[src/rtl/aes_pkg.sv]
// rtl/aes_pkg.sv - shared AES constants, FSM states, inverse S-box and GF(2^8) helpers
package aes_pkg;

  localparam int AES_NR    = 10;
  localparam int AES_BLK_W = 128;

  typedef enum logic [1:0] {
    IDLE  = 2'd0,
    ROUND = 2'd1,
    DONE  = 2'd2
  } aes_fsm_e;

  // Entry x lives at bits [2047-8x -: 8]
  localparam logic [2047:0] INV_SBOX_TBL = {
    128'h52096ad53036a538bf40a39e81f3d7fb,
    128'h7ce339829b2fff87348e4344c4dee9cb,
    128'h547b9432a6c2233dee4c950b42fac34e,
    128'h082ea16628d924b2765ba2496d8bd125,
    128'h72f8f66486689816d4a45ccc5d65b692,
    128'h6c704850fdedb9da5e154657a78d9d84,
    128'h90d8ab008cbcd30af7e45805b8b34506,
    128'hd02c1e8fca3f0f02c1afbd0301138a6b,
    128'h3a9111414f67dcea97f2cfcef0b4e673,
    128'h96ac7422e7ad3585e2f937e81c75df6e,
    128'h47f11a711d29c5896fb7620eaa18be1b,
    128'hfc563e4bc6d279209adbc0fe78cd5af4,
    128'h1fdda8338807c731b11210592780ec5f,
    128'h60517fa919b54a0d2de57a9f93c99cef,
    128'ha0e03b4dae2af5b0c8ebbb3c83539961,
    128'h172b047eba77d626e169146355210c7d
  };

  function automatic logic [7:0] inv_sbox(input logic [7:0] x);
    int idx;
    idx = 2047 - 8 * int'(x);
    return INV_SBOX_TBL[idx -: 8];
  endfunction

  function automatic logic [7:0] xtime(input logic [7:0] b);
    return {b[6:0], 1'b0} ^ (b[7] ? 8'h1b : 8'h00);
  endfunction

  function automatic logic [7:0] mul09(input logic [7:0] b);
    return xtime(xtime(xtime(b))) ^ b;
  endfunction

  function automatic logic [7:0] mul0b(input logic [7:0] b);
    return xtime(xtime(xtime(b))) ^ xtime(b) ^ b;
  endfunction

  function automatic logic [7:0] mul0d(input logic [7:0] b);
    return xtime(xtime(xtime(b))) ^ xtime(xtime(b)) ^ b;
  endfunction

  function automatic logic [7:0] mul0e(input logic [7:0] b);
    return xtime(xtime(xtime(b))) ^ xtime(xtime(b)) ^ xtime(b);
  endfunction

  // Column bytes a0..a3 are packed MSB-first
  function automatic logic [31:0] inv_mix_column(input logic [31:0] col);
    logic [7:0] a0, a1, a2, a3;
    {a0, a1, a2, a3} = col;
    return {mul0e(a0) ^ mul0b(a1) ^ mul0d(a2) ^ mul09(a3),
            mul09(a0) ^ mul0e(a1) ^ mul0b(a2) ^ mul0d(a3),
            mul0d(a0) ^ mul09(a1) ^ mul0e(a2) ^ mul0b(a3),
            mul0b(a0) ^ mul0d(a1) ^ mul09(a2) ^ mul0e(a3)};
  endfunction

endpackage

[src/rtl/aes_inv_round_logic.sv]
// rtl/aes_inv_round_logic.sv - combinational inverse round: InvShiftRows, InvSubBytes, AddRoundKey, InvMixColumns
module aes_inv_round_logic
  import aes_pkg::*;
(
  input  logic [AES_BLK_W-1:0] state_in,
  input  logic [AES_BLK_W-1:0] round_key,
  input  logic                 is_final,
  output logic [AES_BLK_W-1:0] state_out
);

  logic [AES_BLK_W-1:0] shifted;
  logic [AES_BLK_W-1:0] subbed;
  logic [AES_BLK_W-1:0] keyed;
  logic [AES_BLK_W-1:0] mixed;

  always_comb begin
    shifted = '0;
    subbed  = '0;
    mixed   = '0;
    // Byte b sits at row b%4, column b/4; row r rotates right by r
    for (int c = 0; c < 4; c++) begin
      for (int r = 0; r < 4; r++) begin
        shifted[127 - 8 * (4 * c + r) -: 8] = state_in[127 - 8 * (4 * ((c + 4 - r) % 4) + r) -: 8];
      end
    end
    for (int b = 0; b < 16; b++) begin
      subbed[127 - 8 * b -: 8] = inv_sbox(shifted[127 - 8 * b -: 8]);
    end
    keyed = subbed ^ round_key;
    for (int c = 0; c < 4; c++) begin
      mixed[127 - 32 * c -: 32] = inv_mix_column(keyed[127 - 32 * c -: 32]);
    end
    state_out = is_final ? keyed : mixed;
  end

endmodule

[src/rtl/aes_dec_iterative.sv]
// rtl/aes_dec_iterative.sv - iterative AES-128 inverse cipher, one round per clock
// Optional AES_DEC_ZEROIZE_EN: clear state on output handshake and mask out_data while not valid.
module aes_dec_iterative
  import aes_pkg::*;
#(
  parameter int NR       = AES_NR,
  parameter int RK_IDX_W = 4
)
(
  input  logic                 clk,
  input  logic                 rst_n,
  input  logic                 in_valid,
  output logic                 in_ready,
  input  logic [127:0]         in_data,
  output logic [RK_IDX_W-1:0]  rk_idx,
  input  logic [127:0]         rk_data,
  output logic                 out_valid,
  input  logic                 out_ready,
  output logic [127:0]         out_data,
  output logic                 busy
);

  aes_fsm_e              fsm_q, fsm_d;
  logic [RK_IDX_W-1:0]   cnt_q, cnt_d;
  logic [AES_BLK_W-1:0]  state_q, state_d;
  logic [AES_BLK_W-1:0]  round_out;

  aes_inv_round_logic u_round (
    .state_in  (state_q),
    .round_key (rk_data),
    .is_final  (cnt_q == '0),
    .state_out (round_out)
  );

  always_ff @(posedge clk or negedge rst_n) begin
    if (!rst_n) begin
      fsm_q   <= IDLE;
      cnt_q   <= '0;
      state_q <= '0;
    end else begin
      fsm_q   <= fsm_d;
      cnt_q   <= cnt_d;
      state_q <= state_d;
    end
  end

  always_comb begin
    fsm_d     = fsm_q;
    cnt_d     = cnt_q;
    state_d   = state_q;
    in_ready  = 1'b0;
    out_valid = 1'b0;
    busy      = 1'b1;
    rk_idx    = cnt_q;
    case (fsm_q)
      IDLE: begin
        in_ready = 1'b1;
        busy     = 1'b0;
        rk_idx   = RK_IDX_W'(NR);
        if (in_valid) begin
          state_d = in_data ^ rk_data;
          cnt_d   = RK_IDX_W'(NR - 1);
          fsm_d   = ROUND;
        end
      end
      ROUND: begin
        state_d = round_out;
        if (cnt_q == '0) begin
          fsm_d = DONE;
        end else begin
          cnt_d = cnt_q - RK_IDX_W'(1);
        end
      end
      DONE: begin
        out_valid = 1'b1;
        if (out_ready) begin
          fsm_d = IDLE;
`ifdef AES_DEC_ZEROIZE_EN
          state_d = '0;
`endif
        end
      end
      default: fsm_d = IDLE;
    endcase
  end

`ifdef AES_DEC_ZEROIZE_EN
  assign out_data = out_valid ? state_q : '0;
`else
  assign out_data = state_q;
`endif

endmodule

[config.mk]
export PLATFORM = sky130hd
export DESIGN_NAME = aes_dec_iterative
export DESIGN_NICKNAME = d
export VERILOG_FILES = /design/src/rtl/aes_pkg.sv /design/src/rtl/aes_inv_round_logic.sv /design/src/rtl/aes_dec_iterative.sv
export SDC_FILE = /design/constraint.sdc
export NUM_CORES = 2
export LEC_CHECK = 0
export CAP_MARGIN = 30
export CORE_MARGIN = 8
export CORE_UTILIZATION = 40
export CTS_BUF_LIST = sky130_fd_sc_hd__clkbuf_4
export CTS_CLUSTER_SIZE = 12
export DETAILED_ROUTE_END_ITERATION = 8
export SYNTH_ARGS = -nofsm -noshare
export SYNTH_HDL_FRONTEND = slang
export SYNTH_HIERARCHICAL = 1
export SYNTH_SLANG_ARGS = --single-unit
[constraint.sdc]
create_clock -name clk -period 12.7 [get_ports clk]
set_input_delay 1.905 -clock clk [delete_from_list [all_inputs] [get_ports clk]]
set_output_delay 1.905 -clock clk [all_outputs]
set_load 0.05 [all_outputs]
Yosys cells after proc, flatten, opt, wreduce, memory -nomap -nowiden
Index checks and enable logic that the tools add are counted.
{ "word_totals": {"ff_bits": 134, "in_bits": 260, "out_inout_bits": 135, "wordCells": 304} }
{ "classes": {"add_sub_neg": 17, "eq_ne": 6, "shifts": 16, "mux": 62, "n_bitwise": 194, "n_reduce_logical": 6} }
{ "op_table": {"columns": ["cell", "n"], "rows": [
  ["$shiftx 2055x32->8 const A", 16],
  ["$xor 8x8->8", 190],
  ["$mux 128", 2],
  ["$pmux 128 s2", 1],
  ["$xor 128x128->128", 2],
  ["$mux 5", 48],
  ["$sub 11x11->12 const A", 16],
  ["$xor 8x5->8", 2],
  ["$mux 4", 3],
  ["$pmux 4 s2", 1],
  ["$mux 2", 3],
  ["$ne 2x2->1 const B", 3],
  ["$pmux 2 s3", 1],
  ["$reduce_and 3->1", 2],
  ["$logic_not 4->1", 1],
  ["$sub 4x1->4 const B", 1],
  ["$mux 1", 3],
  ["$eq 2x1->1 const B", 1],
  ["$eq 2x2->1 const B", 1],
  ["$logic_not 2->1", 1],
  ["$ne 2x1->1 const B", 1],
  ["$reduce_and 2->1", 1],
  ["$reduce_bool 2->1", 1]
]} }

Logic depth before layout (Yosys ltp)
{ "logic_depth": {"word_depth": 16, "depth_mapped": 22, "ltp_nobuf": 17} }

Modules after synthesis
The synthesis kept the hierarchy.
{ "by_module_without_submodules": {"columns": ["module", "n_inst", "cells_each", "area_per_inst_um2", "seq_area_each_um2"], "rows": [
  ["aes_inv_round_logic", 1, 9463, 65108.7, 0.0],
  ["aes_dec_iterative", 1, 615, 7433.4, 3353.2]
]} }

Least setup slack after synthesis
No wires, ideal clock.
{ "synth_path": {"path_type": "reg-to-reg", "start": "reg state_q[98] (netlist: out_data[98])", "end": "reg state_q[13] (netlist: out_data[13])", "setup_time_ps": 126, "arrival_ps": 5538, "required_ps": 12574, "path_slack_ps": 7036, "path_stages_with_launch": 20, "n_path_buf": 4, "period_less_slack_ps": 5664, "path_cell_list": "dfrtp_1 -> buf_4 -> inv_2 -> buf_2 -> buf_2 -> clkbuf_1 -> ha_1 -> nor2_1 -> mux4_2 -> a32o_1 -> mux4_2 -> xor2_2 -> xnor3_2 -> xnor2_4 -> xor2_2 -> xor2_1 -> xor2_1 -> mux2i_1 -> a22o_1 -> a221o_1"} }
{ "synth_between": {"elab_chain_len": 12, "word_cells_on_any_way": 13, "cone_classes": "add/sub (1); shift (1); mux (4); bitwise (7)"} }
{ "synth_rtl": {"columns": ["element", "line_no", "text"], "rows": [
  ["start, declared", "aes_dec_iterative.sv:25", "logic [AES_BLK_W-1:0] state_q, state_d;"],
  ["start signal, assigned", "aes_dec_iterative.sv:43", "state_q <= state_d;"],
  ["$sub 11x11->12 *", "aes_pkg.sv:35", "idx = 2047 - 8 * int'(x);"],
  ["$shiftx 2055x32->8 *", "aes_pkg.sv:36", "return INV_SBOX_TBL[idx -: 8];"],
  ["$xor 128x128->128 *", "aes_inv_round_logic.sv:29", "keyed = subbed ^ round_key;"],
  ["$mux 5 or $xor 8x8->8 (tied branches)", "aes_pkg.sv:40", "return {b[6:0], 1'b0} ^ (b[7] ? 8'h1b : 8'h00);"],
  ["$xor 8x8->8 or $mux 5 (tied branches)", "aes_pkg.sv:40", null],
  ["$xor 8x8->8 (2 in a row)", "aes_pkg.sv:40", null],
  ["$xor 8x8->8", "aes_pkg.sv:48", "return xtime(xtime(xtime(b))) ^ xtime(b) ^ b;"],
  ["$xor 8x8->8 *", "aes_pkg.sv:48", null],
  ["$xor 8x8->8 *", "aes_pkg.sv:65", "mul0d(a0) ^ mul09(a1) ^ mul0e(a2) ^ mul0b(a3),"],
  ["$mux 128 *", "aes_inv_round_logic.sv:33", "state_out = is_final ? keyed : mixed;"],
  ["named net round_out[13]", "aes_dec_iterative.sv:26", "logic [AES_BLK_W-1:0] round_out;"],
  ["$pmux 128 s2 *", "aes_dec_iterative.sv:55", "case (fsm_q)"]
]} }
Mark *: on every way through the listed nets, which the timed path passes. The rest lies on a longest branch.
A chain may end at the register's enable or synchronous reset.

Final worst setup path
{ "layout_path": {"start": "reg state_q[104] (netlist: out_data[104])", "end": "reg state_q[43] (netlist: out_data[43])"} }
{ "layout_between": {"elab_chain_len": 13, "word_cells_on_any_way": 15, "cone_classes": "add/sub (1); shift (1); mux (5); bitwise (8)"} }
{ "layout_rtl": {"columns": ["element", "line_no", "text"], "rows": [
  ["$sub 11x11->12 *", "aes_pkg.sv:35", null],
  ["$shiftx 2055x32->8 *", "aes_pkg.sv:36", null],
  ["$xor 128x128->128 *", "aes_inv_round_logic.sv:29", null],
  ["$mux 5 or $xor 8x8->8 (tied branches)", "aes_pkg.sv:40", null],
  ["$xor 8x8->8", "aes_pkg.sv:40", null],
  ["$xor 8x8->8 or $mux 5 (tied branches)", "aes_pkg.sv:40", null],
  ["$xor 8x8->8", "aes_pkg.sv:40", null],
  ["$xor 8x8->8 (2 in a row)", "aes_pkg.sv:56", "return xtime(xtime(xtime(b))) ^ xtime(xtime(b)) ^ xtime(b);"],
  ["$xor 8x8->8 (2 in a row)", "aes_pkg.sv:65", null],
  ["$mux 128 *", "aes_inv_round_logic.sv:33", null],
  ["named net round_out[43]", "aes_dec_iterative.sv:26", null],
  ["$pmux 128 s2 *", "aes_dec_iterative.sv:55", null]
]} }
Marked as above.

==> run summary <==
Static timing analysis puts the maximum clock frequency at 148 MHz. TritonCTS built the clock tree. The tools report the total placed instance area as 76,000 µm². The total standard cell area after synthesis was 72,500 µm²; the final net count was 10,100. The per-cell routed wire length was 32.8 µm; the proportion of layout cells with a drive suffix above 1 was 0.0913.

Final number of setup-violating endpoints: 0. The number of enable flip-flop cells after synthesis works out to 0. The logs give 0 for the number of hold-slack violations in the final timing report and 13,460 ps for the required time of the critical path. The class of the most critical hold timing path is reg -> reg. In this run the horizontal extent of the chip is 442 µm.

The H-tree was split into 4 levels. The run gives 6060 ps as the post-place setup slack. The arrival time of data at the critical path endpoint was 7520 ps; the initial antenna violation count was 24. The top fanout value on the critical path came out at 19. In this run the standard cell core region covers 181,000 µm².

Counting flops and latches in the post-synthesis netlist gives 134. The floorplan step set the die height to 442 µm. Residual antenna-violating net count after detailed routing: 0. The run finished with clean final reports.

Number of setup buffers added after CTS: 0. The tools report the largest net degree at the start of global routing as 129. Setup repair after global routing left no endpoint under its margin.

The clock arrives with 70.7 ps of skew. The tools report the clock root buffer master as sky130_fd_sc_hd__clkbuf_4. The number of top-level pins was 395. The worst hold path begins at out_data[102].

For the number of global-route vias before repair, the log shows 79,900. The reg-to-reg startpoint is out_data[104]. For the DRC violation count after routing, the log shows 0. The critical path launch point type is a register. The routed layout has 87,400 vias.

The HPWL after detailed placement was 280,000 µm; the final design area excluding fillers was 76,300 µm². Worst hold path depth: 1. The max-cap check violation count came out at 0.

After technology mapping, the gate count stands at 10,100. In this run, CTS created clock tree buffers numbering 17. The clock transition at the registers of the reported paths came out at 180 ps. Share of the yosys chip area belonging to registers: 0.0462. At the end of routability-driven placement, the weighted congestion stood at 1.05.

The endpoint identified for the worst register-to-register timing path is out_data[43]. The iteration count of the initial detailed-routing pass came out at 9. The number of buffers added to fix hold violations after cts was 0; the minimum clock period after layout was 6770 ps. For this run, the leading register cell type out of synthesis is sky130_fd_sc_hd__dfrtp_1.

After the first detailed-routing iteration, the DRC count stood at 15,600. The count of buffers from port buffering was 394; the average footprint of a synthesized cell was 7.20 µm². The logs give 0 ps for the final total negative setup slack and 134 for the count of clock tree sinks. The tools report the destination of the worst hold path as out_data[102]. The floorplan has 156 rows. The run gives 0 as the global route total overflow.

Synthesized netlist net count: 10,600. Leaving out fill and tap cells, the most frequent cells in the layout are sky130_fd_sc_hd__nand2_1, sky130_fd_sc_hd__a21oi_1, sky130_fd_sc_hd__nor2_1, sky130_fd_sc_hd__o21ai_0, sky130_fd_sc_hd__xnor2_1. In this run, distinct cell masters in the synthesized netlist total 119. At the pin with the least slew margin, the transition time is 1140 ps. STA classifies the critical path endpoint as a register.

The floorplan step defined a die boundary enclosing 195,000 µm². Across all register-to-register paths, the minimum setup slack is 5930 ps. For the worst flop-to-flop path, the logic depth is 18. The worst setup margin is 5930 ps, and the final worst-path cycle share is 0.533. The Yosys step of the flow raised 6 warnings. For the worst-skew pair, the clock arrives at the later sink with an insertion delay of 890 ps. The fraction of registers with async set or reset after synthesis was 1.00; the first-pass GRT wire length was 569,000 µm. The setup path with the least slack is of type reg -> reg. The count of pins over their slew limit came out at 0. The area overhead of the layout relative to synthesis is 5.23%. The clock passes through at most 2 buffers. Gates resized during post-CTS repair numbered 0. The total detailed-routing wirelength is 393,000 µm, and the max-slew headroom at the worst pin is 0.228. The tools report the total routing usage reported by global routing as 0.371. The number of vias per cell is 7.29.

The starting density of the core is 0.402.
-- layer usage --
layer / share of wire / global-route usage / vias up
met1: 0.38 / 0.482 / 42100
met5: 0.00014 / 0 / -
met2: 0.43 / 0.573 / 6869
li1: - / - / 37000
met3: 0.11 / 0.0648 / 1420
met4: 0.079 / 0.228 / 8
-- flip-flops by register name, summed over array words and instances (netlist names) --
register and count:
fsm_q 2, cnt_q 4, out_data 128
-- cells in the mapped netlist, types with 268 or more instances --
library cell / number / area [µm²]
sky130_fd_sc_hd__a21oi_1: 766 / 3830
sky130_fd_sc_hd__ha_1: 268 / 3350
sky130_fd_sc_hd__nor2_1: 659 / 2470
sky130_fd_sc_hd__clkbuf_1: 537 / 2020
sky130_fd_sc_hd__nor2b_1: 285 / 1780
sky130_fd_sc_hd__nand2_1: 766 / 2880
sky130_fd_sc_hd__o21ai_0: 615 / 3080
sky130_fd_sc_hd__xor2_1: 370 / 3240
sky130_fd_sc_hd__buf_2: 401 / 2010
sky130_fd_sc_hd__xnor2_1: 611 / 5350
sky130_fd_sc_hd__nand2b_1: 329 / 2060
sky130_fd_sc_hd__nor3_1: 280 / 1400
-- critical path, cell delays in order, from the launching register on --
cell	delay [ps]
sky130_fd_sc_hd__dfrtp_1	670
sky130_fd_sc_hd__buf_4	310
sky130_fd_sc_hd__inv_1	240
sky130_fd_sc_hd__ha_1	720
sky130_fd_sc_hd__or3_1	330
sky130_fd_sc_hd__a21oi_1	130
sky130_fd_sc_hd__a2111o_1	460
sky130_fd_sc_hd__a2111oi_0	680
sky130_fd_sc_hd__a31oi_1	220
sky130_fd_sc_hd__xor2_2	530
sky130_fd_sc_hd__xor2_1	310
sky130_fd_sc_hd__xnor3_1	410
sky130_fd_sc_hd__xnor2_2	400
sky130_fd_sc_hd__xnor2_1	230
sky130_fd_sc_hd__a21oi_1	100
sky130_fd_sc_hd__o41ai_2	310
sky130_fd_sc_hd__o31ai_1	110
sky130_fd_sc_hd__a22o_1	210
sky130_fd_sc_hd__a221o_1	250
-- worst max-delay path by stage --
stage,start,endpoint,depth (start not counted)
3_5_place_dp,out_data[96],out_data[13],16
2_1_floorplan,out_data[98],out_data[13],19
4_1_cts,out_data[96],out_data[13],16
5_1_grt,out_data[96],out_data[13],16
3_3_place_gp,out_data[49],out_data[13],18
6_report,out_data[104],out_data[43],18
-- area by class of cell --
class                           count  area, µm²
Antenna cell                       20       50.0
Clock buffer                       19        143
Clock inverter                     13        133
Fill cell                       18700     104000
Inverter                          201        759
Multi-Input combinational cell   8600      63000
Sequential cell                   134       3490
Tap cell                         2370       2970
Timing Repair Buffer              633       5780
-- logic make-up after synthesis --
kind of cell	Yosys count	synth area share
adders and majority gates	269	0.0464
muxes	471	0.107
AOI/OAI and AO/OA	3641	0.352
DFF	134	0.0462
buffers and inverters	1344	0.0855
and+or+nand+nor	3131	0.217
xor gates and xnor gates	1088	0.147
-- stage by stage --
| step | hold WS, ps | utilization | std cells |
|---|---|---|---|
| global route | 599 | 0.423 | 12000 |
| global placement | 529 | 0.420 | 11900 |
| floorplan | 514 | - | 10100 |
| detailed placement | 537 | 0.421 | 11900 |
| finish | 585 | 0.423 | 12000 |
| CTS | 574 | 0.423 | 12000 |
Power is left out: the tool's default activity adds up to more than one toggle a clock period on the data nets, which glitch-free logic cannot reach.
